===== src/rtl/busio_arbiter.sv =====
// Arbitrates one external 32-bit bus between the fetch port and the memory-stage port.
// Mem has fixed priority; formats store lanes and extends load data per access.
module busio_arbiter #(
    parameter bit ALIGN_CHECK = 1'b1
) (
    input  logic        clk,
    input  logic        reset,
    input  logic [31:0] fetch_address,
    output logic [31:0] fetch_data,
    output logic        fetch_ready,
    input  logic [31:0] mem_address,
    input  logic [31:0] mem_store_data,
    input  logic [1:0]  mem_size,
    input  logic        mem_signed,
    input  logic        mem_load,
    input  logic        mem_store,
    output logic [31:0] mem_load_data,
    output logic        mem_ready,
    output logic        mem_misaligned,
    output logic [31:0] ext_address,
    output logic [31:0] ext_write_data,
    output logic [3:0]  ext_strobe,
    output logic        ext_read,
    output logic        ext_write,
    input  logic [31:0] ext_read_data,
    input  logic        ext_ready
);

    typedef enum logic [1:0] {StIdle, StBusMem, StBusFetch, StResp} state_e;

    state_e      state_q, state_d;
    logic [31:0] addr_q, addr_d;
    logic [31:0] wdata_q, wdata_d;
    logic [31:0] rdata_q, rdata_d;
    logic [3:0]  strobe_q, strobe_d;
    logic [1:0]  size_q, size_d;
    logic        signed_q, signed_d;
    logic        write_q, write_d;
    logic        owner_mem_q, owner_mem_d;
    logic        misaligned_q, misaligned_d;

    logic [1:0]  req_off;
    logic [31:0] req_wdata;
    logic [3:0]  req_strobe;
    logic        req_misaligned;

    logic [7:0]  ld_byte;
    logic [15:0] ld_half;
    logic [31:0] ld_value;

    logic in_mem, in_fetch, in_resp;

    // Store lane formatting from the live request, latched on grant.
    always_comb begin
        req_off        = mem_address[1:0];
        req_wdata      = mem_store_data;
        req_strobe     = 4'b1111;
        req_misaligned = 1'b0;
        case (mem_size)
            2'd0: begin
                req_wdata  = {4{mem_store_data[7:0]}};
                req_strobe = 4'b0001 << req_off;
            end
            2'd1: begin
                req_wdata      = {2{mem_store_data[15:0]}};
                req_strobe     = 4'b0011 << {req_off[1], 1'b0};
                req_misaligned = req_off[0];
            end
            default: begin
                req_wdata      = mem_store_data;
                req_strobe     = 4'b1111;
                req_misaligned = (req_off != 2'd0);
            end
        endcase
        req_misaligned = req_misaligned & ALIGN_CHECK;
    end

    // Load lane selection and extension from the latched request.
    always_comb begin
        case (addr_q[1:0])
            2'd0:    ld_byte = ext_read_data[7:0];
            2'd1:    ld_byte = ext_read_data[15:8];
            2'd2:    ld_byte = ext_read_data[23:16];
            default: ld_byte = ext_read_data[31:24];
        endcase
        ld_half = addr_q[1] ? ext_read_data[31:16] : ext_read_data[15:0];
        case (size_q)
            2'd0:    ld_value = {{24{signed_q & ld_byte[7]}}, ld_byte};
            2'd1:    ld_value = {{16{signed_q & ld_half[15]}}, ld_half};
            default: ld_value = ext_read_data;
        endcase
    end

    always_comb begin
        state_d      = state_q;
        addr_d       = addr_q;
        wdata_d      = wdata_q;
        rdata_d      = rdata_q;
        strobe_d     = strobe_q;
        size_d       = size_q;
        signed_d     = signed_q;
        write_d      = write_q;
        owner_mem_d  = owner_mem_q;
        misaligned_d = misaligned_q;
        case (state_q)
            StIdle: begin
                if (mem_load || mem_store) begin
                    addr_d       = mem_address;
                    wdata_d      = req_wdata;
                    strobe_d     = req_strobe;
                    size_d       = mem_size;
                    signed_d     = mem_signed;
                    write_d      = mem_store;
                    owner_mem_d  = 1'b1;
                    misaligned_d = req_misaligned;
                    rdata_d      = '0;
                    state_d      = req_misaligned ? StResp : StBusMem;
                end else begin
                    addr_d       = fetch_address;
                    write_d      = 1'b0;
                    owner_mem_d  = 1'b0;
                    misaligned_d = 1'b0;
                    state_d      = StBusFetch;
                end
            end
            StBusMem: begin
                if (ext_ready) begin
                    rdata_d = write_q ? 32'd0 : ld_value;
                    state_d = StResp;
                end
            end
            StBusFetch: begin
                if (ext_ready) begin
                    // A redirected fetch is dropped silently; the new address is fetched next.
                    if (fetch_address != addr_q) begin
                        state_d = StIdle;
                    end else begin
                        rdata_d = ext_read_data;
                        state_d = StResp;
                    end
                end
            end
            default: state_d = StIdle;
        endcase
    end

    always_ff @(posedge clk or posedge reset) begin
        if (reset) begin
            state_q      <= StIdle;
            addr_q       <= '0;
            wdata_q      <= '0;
            rdata_q      <= '0;
            strobe_q     <= '0;
            size_q       <= '0;
            signed_q     <= 1'b0;
            write_q      <= 1'b0;
            owner_mem_q  <= 1'b0;
            misaligned_q <= 1'b0;
        end else begin
            state_q      <= state_d;
            addr_q       <= addr_d;
            wdata_q      <= wdata_d;
            rdata_q      <= rdata_d;
            strobe_q     <= strobe_d;
            size_q       <= size_d;
            signed_q     <= signed_d;
            write_q      <= write_d;
            owner_mem_q  <= owner_mem_d;
            misaligned_q <= misaligned_d;
        end
    end

    // Outputs decode from state only, so reset drops the bus in the same cycle.
    always_comb begin
        in_mem         = (state_q == StBusMem);
        in_fetch       = (state_q == StBusFetch);
        in_resp        = (state_q == StResp);
        ext_read       = in_fetch | (in_mem & ~write_q);
        ext_write      = in_mem & write_q;
        ext_address    = (in_mem | in_fetch) ? {addr_q[31:2], 2'b00} : 32'd0;
        ext_write_data = ext_write ? wdata_q : 32'd0;
        ext_strobe     = ext_write ? strobe_q : 4'd0;
        fetch_ready    = in_resp & ~owner_mem_q;
        fetch_data     = fetch_ready ? rdata_q : 32'd0;
        mem_ready      = in_resp & owner_mem_q;
        mem_load_data  = mem_ready ? rdata_q : 32'd0;
        mem_misaligned = mem_ready & misaligned_q;
    end

endmodule


===== config.mk =====
export PLATFORM = sky130hd
export DESIGN_NAME = busio_arbiter
export DESIGN_NICKNAME = d
export VERILOG_FILES = /design/src/rtl/busio_arbiter.sv
export SDC_FILE = /design/constraint.sdc
export NUM_CORES = 1
export LEC_CHECK = 0
export ABC_AREA = 1
export BUFFER_PORTS_ARGS = -buffer_cell sky130_fd_sc_hd__buf_2
export CELL_PAD_IN_SITES_DETAIL_PLACEMENT = 0
export CELL_PAD_IN_SITES_GLOBAL_PLACEMENT = 1
export CORE_UTILIZATION = 34
export CTS_CLUSTER_DIAMETER = 60
export DETAILED_ROUTE_END_ITERATION = 10
export PLACE_DENSITY = 0.79
export SLEW_MARGIN = 20
export SYNTH_ARGS = -nofsm -noshare
export SYNTH_HDL_FRONTEND = slang
export SYNTH_SLANG_ARGS = --single-unit

===== constraint.sdc =====
create_clock -name clk -period 4.47 [get_ports clk]
set_input_delay 0.894 -clock clk [delete_from_list [all_inputs] [get_ports clk]]
set_output_delay 0.894 -clock clk [all_outputs]
set_load 0.005 [all_outputs]

==> qor.yml, run 1 <==
power_uw: 5488
reg2reg_slack_ns: 1.57
holdBufCountCts: 0
skew_ns: 0.01140
yosys_warnings: 0
crit_path_start: "state_q[0]$_DFFE_PP0P_"
required_ns: 4.76
path_cells: "inv_1 -> ha_1 -> buf_4 -> inv_2 -> nor2_4 -> inv_2 -> nand2_2 -> inv_2 -> nand2_2 -> nand2_1 -> nand2_1"
status: "completed"
holdPathStages: 2
start_kind: "flip-flop"
grt_pass1_wl_um: 36170
io_pins: 273
cts_tree: "yes"
grt_pass1_vias: 7163
critPathMaxFanout: 32
async_flop_share_pct: 100.0
synth_edf_count: 0
drive_gt1_share_pct: 24.51
power_density_nw_per_um2: 616.0
hold_path.class: "reg2reg"
rows: 52
drt_wl_total_um: 22890
syn_area_um2: 7073
cts_resized: 0
min_from: "rdata_q[22]$_DFFE_PP0P_"
vdd_drop_max_uv: 324.4
io_buffers: 270
overflow: 0
initial_utilization_pct: 34.84
slew_viol_final: 0
area.growth.synth_to_final_pct: 25.95
hold_viol_final: 0
cts-root-buf: "clkbuf_16"
antenna_left: 0
ys_seq_elements: 108
synth-seq-area-share_pct: 38.21
grt_max_degree: 69
first_iter_violations: 328
cts_buffers: 9
tightest_slew_ns: 1.012
place_congestion: 0.8208
path_class: "reg2reg"
fillCellCount: 2276
clock_path_buffers: 2
synth_area_per_cell_um2: 6.436
die_area_um2: 21380
routedWlPerCell_um: 14.22
slew_headroom_pct: 32.46
cts.sink_count: 108
core_um2: 20300
path_common_cell: "inv_2"
grtUsageTotal_pct: 21.32
ys_types: 33
drv_cap: 0
postSynthCellCount: 1099
dp_hpwl_um: 16660
final_common_cell: "nand2_1"
clk_pin_slew_ns: 0.08
synthFlopType: "dfrtp_1"
p_leak_uw: 0.005153
rsz0062_at_grt: "false"
cp.arrival_ns: 3.19
multi_input_area_um2: 3461
period_share_pct: 64.83
ff_latch_area_um2: 2703
nets: 1476
min_to: "rdata_q[22]$_DFFE_PP0P_"
avgViaCountPerCell: 4.653
critPathCaptureType: "flip-flop"
period_minus_slack_ns: 2.898
reg2reg_to: "rdata_q[9]$_DFFE_PP0P_"
finalSetupTns_ns: 0
ff2ff_path_depth: 11
die_w_um: 146.2
cpPeakStageDelay_ns: 0.46
first_pass_iters: 6
clk_latency_ns: 0.35
max_freq_ghz: 0.3451
grt_antenna_before_repair: 3
r2r-start: "state_q[0]$_DFFE_PP0P_"
final_cell_mix: "389 x nand2_1, 270 x buf_2, 158 x inv_1"
h-tree-depth: 3
die_y_um: 146.2
post-route-drc-count: 0
vias: 7492
slowest_stage: "nand2_2"
postCtsSetupBuffers: 0
setup_viol: 0
## power by group
part	total (uW)	switching (uW)	internal (uW)
clock network	891	373	519
registers	1730	316	1420
logic	2860	1880	982
total	5490	2570	2920
## stage by stage
stage                     setup WS, ns  utilization [%]  hold slack [ns]  cells  instance area [um^2]
final                            1.572            43.89           0.4793   1610                  8909
after global routing             1.244            43.87           0.5019   1609                  8906
after CTS                        1.268            43.85           0.4847   1608                  8901
after detailed placement         1.374            42.26           0.4660   1594                  8579
after global placement           1.439            42.25           0.4603   1594                  8577
after floorplan                 0.7304                -           0.4419   1100                  7077
## how the worst max path moves through the flow
stage	slack (ns)	end
2_1_floorplan	0.73	addr_q[0]$_DFFE_PP0P_
3_3_place_gp	1.44	rdata_q[15]$_DFFE_PP0P_
3_5_place_dp	1.37	rdata_q[31]$_DFFE_PP0P_
4_1_cts	1.27	mem_load_data[8]
5_1_grt	1.24	rdata_q[31]$_DFFE_PP0P_
6_report	1.57	rdata_q[9]$_DFFE_PP0P_
## cell usage after synthesis, types with 5 or more instances
library cell  count  area [um^2]
a21oi_1          75        375.4
a22oi_1          10        75.07
a31oi_1           7        43.79
a32oi_1           8        70.07
buf_2            10        50.05
buf_6             5        56.30
clkbuf_1         36        135.1
dfrtp_1         108         2703
ha_1              5        62.56
inv_1           159        596.8
inv_2            14        52.55
nand2_1         391         1468
nand2_2           5        31.28
nand3_1          25        125.1
nor2_1          146        548.0
nor2_2            5        31.28
o211ai_1          6        45.04
o21ai_0          31        155.2
o221ai_1         18        157.7
xnor2_1          15        131.4
## critical path, delay by kind of cell, from the launching register on
kind | cells | cell delay (ns)
and+or+nand+nor | 5 | 1.27
DFF | 1 | 0.44
buffers and inverters | 5 | 0.97
adders and majority gates | 1 | 0.15
## metal layers
layer	GRT usage, %	up-vias	wire, um
li1	-	3826	-
met1	28.09	3422	10420
met2	35.60	229	10920
met3	4.063	13	1336
met4	5.938	2	201
met5	0	-	13
## cell type report
type | count | area share [%]
multi-input combinational | 762 | 38.85
sequential | 108 | 30.34
timing repair buffer | 279 | 15.93
inverter | 175 | 7.430
tap | 270 | 3.792
clock buffer | 11 | 2.837
clock inverter | 3 | 0.7725
antenna | 2 | 0.05618
## sequential cells by signal, indices dropped and copies added (netlist names)
signal,cells
wdata_q,32
write_q,1
addr_q,32
signed_q,1
strobe_q,4
size_q,2
rdata_q,32
owner_mem_q,1
misaligned_q,1
state_q,2
## cell families (layout without fill, tap and decap cells)
group | count (synthesis) | after routing | synth area share (%)
buf+inv | 230 | 468 | 13.05
other cells | 1 | 4 | 0.05302
simple gates | 578 | 578 | 32.12
fa+ha+maj | 5 | 5 | 0.8845
compound gates | 162 | 162 | 13.82
xor+xnor | 15 | 15 | 1.857
flops | 108 | 108 | 38.21
Power figures use the tool's default switching activity.
==> inputs of run 2 (changes only) <==
==> constraint.sdc (replaced) <==
create_clock -name clk -period 2.8 [get_ports clk]
set_input_delay 0.56 -clock clk [delete_from_list [all_inputs] [get_ports clk]]
set_output_delay 0.56 -clock clk [all_outputs]
set_load 0.005 [all_outputs]
==> qor.yml, run 2 (synthesized netlist as in run 1, its figures left out) <==
antenna_left: 0  # unchanged
vdd_drop_max_uv: 550.4  # was 324.4 uV
grt_pass1_wl_um: 35770  # was 36,170 um
reg_top3: "addr_q: 32 flops, rdata_q: 32 flops, wdata_q: 32 flops"  # unchanged
slowest_stage: "dfrtp_1"  # was nand2_2
start_kind: "flip-flop"  # unchanged
dp_hpwl_um: 16740  # was 16,660 um
tightest_slew_ns: 0.7839  # was 1.012 ns
critPathCaptureType: "flip-flop"  # unchanged
cts_resized: 0  # unchanged
clock_path_buffers: 2  # unchanged
post-route-drc-count: 0  # unchanged
first_pass_iters: 5  # was 6
required_ns: 3.06  # was 4.76 ns
cts-root-buf: "clkbuf_16"  # unchanged
path_class: "reg2reg"  # unchanged
skew_ns: 0.01019  # was 0.01140 ns
holdBufCountCts: 0  # unchanged
path_cells: "inv_1 -> ha_1 -> inv_2 -> nor2_4 -> inv_2 -> nand2_2 -> inv_2 -> nand2_2 -> nand2_1 -> nand2_1"  # was inv_1 -> ha_1 -> buf_4 -> inv_2 -> nor2_4 -> inv_2 -> nand2_2 -> inv_2 -> nand2_2 -> nand2_1 -> nand2_1
area.growth.synth_to_final_pct: 26.82  # was 25.95%
clk_latency_ns: 0.37  # was 0.35 ns
drt_wl_total_um: 22830  # was 22,890 um
m1WireLength_um: 10180  # was 10,420 um
period_share_pct: 86.35  # was 64.83%
final_cell_mix: "391 x nand2_1, 270 x buf_2, 158 x inv_1"  # was 389 x nand2_1, 270 x buf_2, 158 x inv_1
drv_cap: 0  # unchanged
cts.sink_count: 108  # unchanged
multi_input_area_um2: 3456  # was 3461 um^2
initial_utilization_pct: 34.84  # unchanged
grt_pass1_vias: 6914  # was 7,163
routedWlPerCell_um: 14.08  # was 14.22 um
crit_family: "simple AND/OR/NAND/NOR gates"  # unchanged
routed-wl-met3_um: 1648  # was 1336 um
rsz0062_at_grt: "false"  # unchanged
max_freq_ghz: 0.4136  # was 0.3451 GHz
power_uw: 8731  # was 5488 uW
setup_viol: 0  # unchanged
die_w_um: 146.2  # unchanged
postCtsSetupBuffers: 0  # unchanged
finalSetupTns_ns: 0  # unchanged
grt_antenna_before_repair: 1  # was 3
ff_latch_area_um2: 2703  # unchanged
path_common_cell: "inv_2"  # unchanged
cp.arrival_ns: 2.67  # was 3.19 ns
nets: 1485  # was 1,476
critPathMaxFanout: 32  # unchanged
cts_tree: "yes"  # unchanged
overflow: 0  # unchanged
cts_buffers: 9  # unchanged
first_iter_violations: 375  # was 328
rows: 52  # unchanged
place_congestion: 0.8271  # was 0.8208
p_leak_uw: 0.005190  # was 0.005153 uW
wl_met2_um: 10830  # was 10,920 um
clk_pin_slew_ns: 0.08  # about the same
slew_viol_final: 0  # unchanged
status: "completed"  # unchanged
cpPeakStageDelay_ns: 0.42  # was 0.46 ns
fillCellCount: 2233  # was 2,276
core_um2: 20300  # unchanged
die_y_um: 146.2  # unchanged
io_buffers: 270  # unchanged
drive_gt1_share_pct: 24.98  # was 24.51%
hold_path.class: "in2async"  # was reg2reg
die_area_um2: 21380  # unchanged
period_minus_slack_ns: 2.418  # was 2.898 ns
slew_headroom_pct: 47.63  # was 32.46%
hold_viol_final: 0  # unchanged
top_layer: "met4"  # was met5
final_common_cell: "nand2_1"  # unchanged
h-tree-depth: 3  # unchanged
grt_max_degree: 69  # unchanged
io_pins: 273  # unchanged
grtUsageTotal_pct: 21.14  # was 21.32%
reg2reg_slack_ns: 0.38  # was 1.57 ns
vias: 7425  # was 7,492
avgViaCountPerCell: 4.581  # was 4.653
power_density_nw_per_um2: 973.3  # was 616.0 nW/um^2
critPathBufInv: 4  # was 5
[run 2: worst reg2reg max path: stages (launching register included)]
cell     delay, ns
dfrtp_1       0.42
inv_1         0.09
ha_1          0.22
inv_2         0.28
nor2_4        0.08
inv_2         0.29
nand2_2       0.15
inv_2         0.14
nand2_2       0.38
nand2_1       0.19
nand2_1       0.07
[run 2: stage by stage]
step                worst slack (ns)  cell area [um^2]  std cells  util [%]  hold WS [ns]
global route                  0.1235              8967       1620     44.18        0.3771
global placement              0.4648              8658       1603     42.65        0.4592
CTS                           0.3473              8965       1619     44.16        0.3586
detailed placement            0.3723              8658       1603     42.65        0.4652
floorplan                     0.9385              7081       1100         -        0.4419
finish                        0.3823              8970       1621     44.19        0.3304
[run 2: final timing paths]
check | startpoint | to | depth (start not counted)
min | reset | rdata_q[9]$_DFFE_PP0P_ | 2
min reg2reg | rdata_q[4]$_DFFE_PP0P_ | rdata_q[4]$_DFFE_PP0P_ | 2
max in group asynchronous | reset | addr_q[5]$_DFFE_PP0P_ | 3
min in group clk | mem_address[8] | addr_q[8]$_DFFE_PP0P_ | 3
max | state_q[0]$_DFFE_PP0P_ | rdata_q[8]$_DFFE_PP0P_ | 10
max reg2reg | state_q[0]$_DFFE_PP0P_ | rdata_q[8]$_DFFE_PP0P_ | 10
[run 2: power by group]
group | internal, uW | switching [uW]
logic | 1620 | 3050
clock network | 652 | 720
registers | 2260 | 424
[run 2: layout make-up]
| class | count | share of cell area, % |
|---|---|---|
| inverters | 175 | 7.393 |
| clock buffers | 9 | 2.511 |
| clock inverters | 7 | 0.9067 |
| flip-flops and latches | 108 | 30.13 |
| well taps | 270 | 3.766 |
| multi-input cells | 762 | 38.53 |
| repair buffers | 288 | 16.71 |
| diodes | 2 | 0.05580 |
[run 2: per-layer routing]
metal | track usage, % | vias to the layer above
met1 | 27.78 | 3336
met3 | 5.500 | 7
met2 | 35.14 | 236
met4 | 3.906 | 0
met5 | 0 | -
li1 | - | 3846
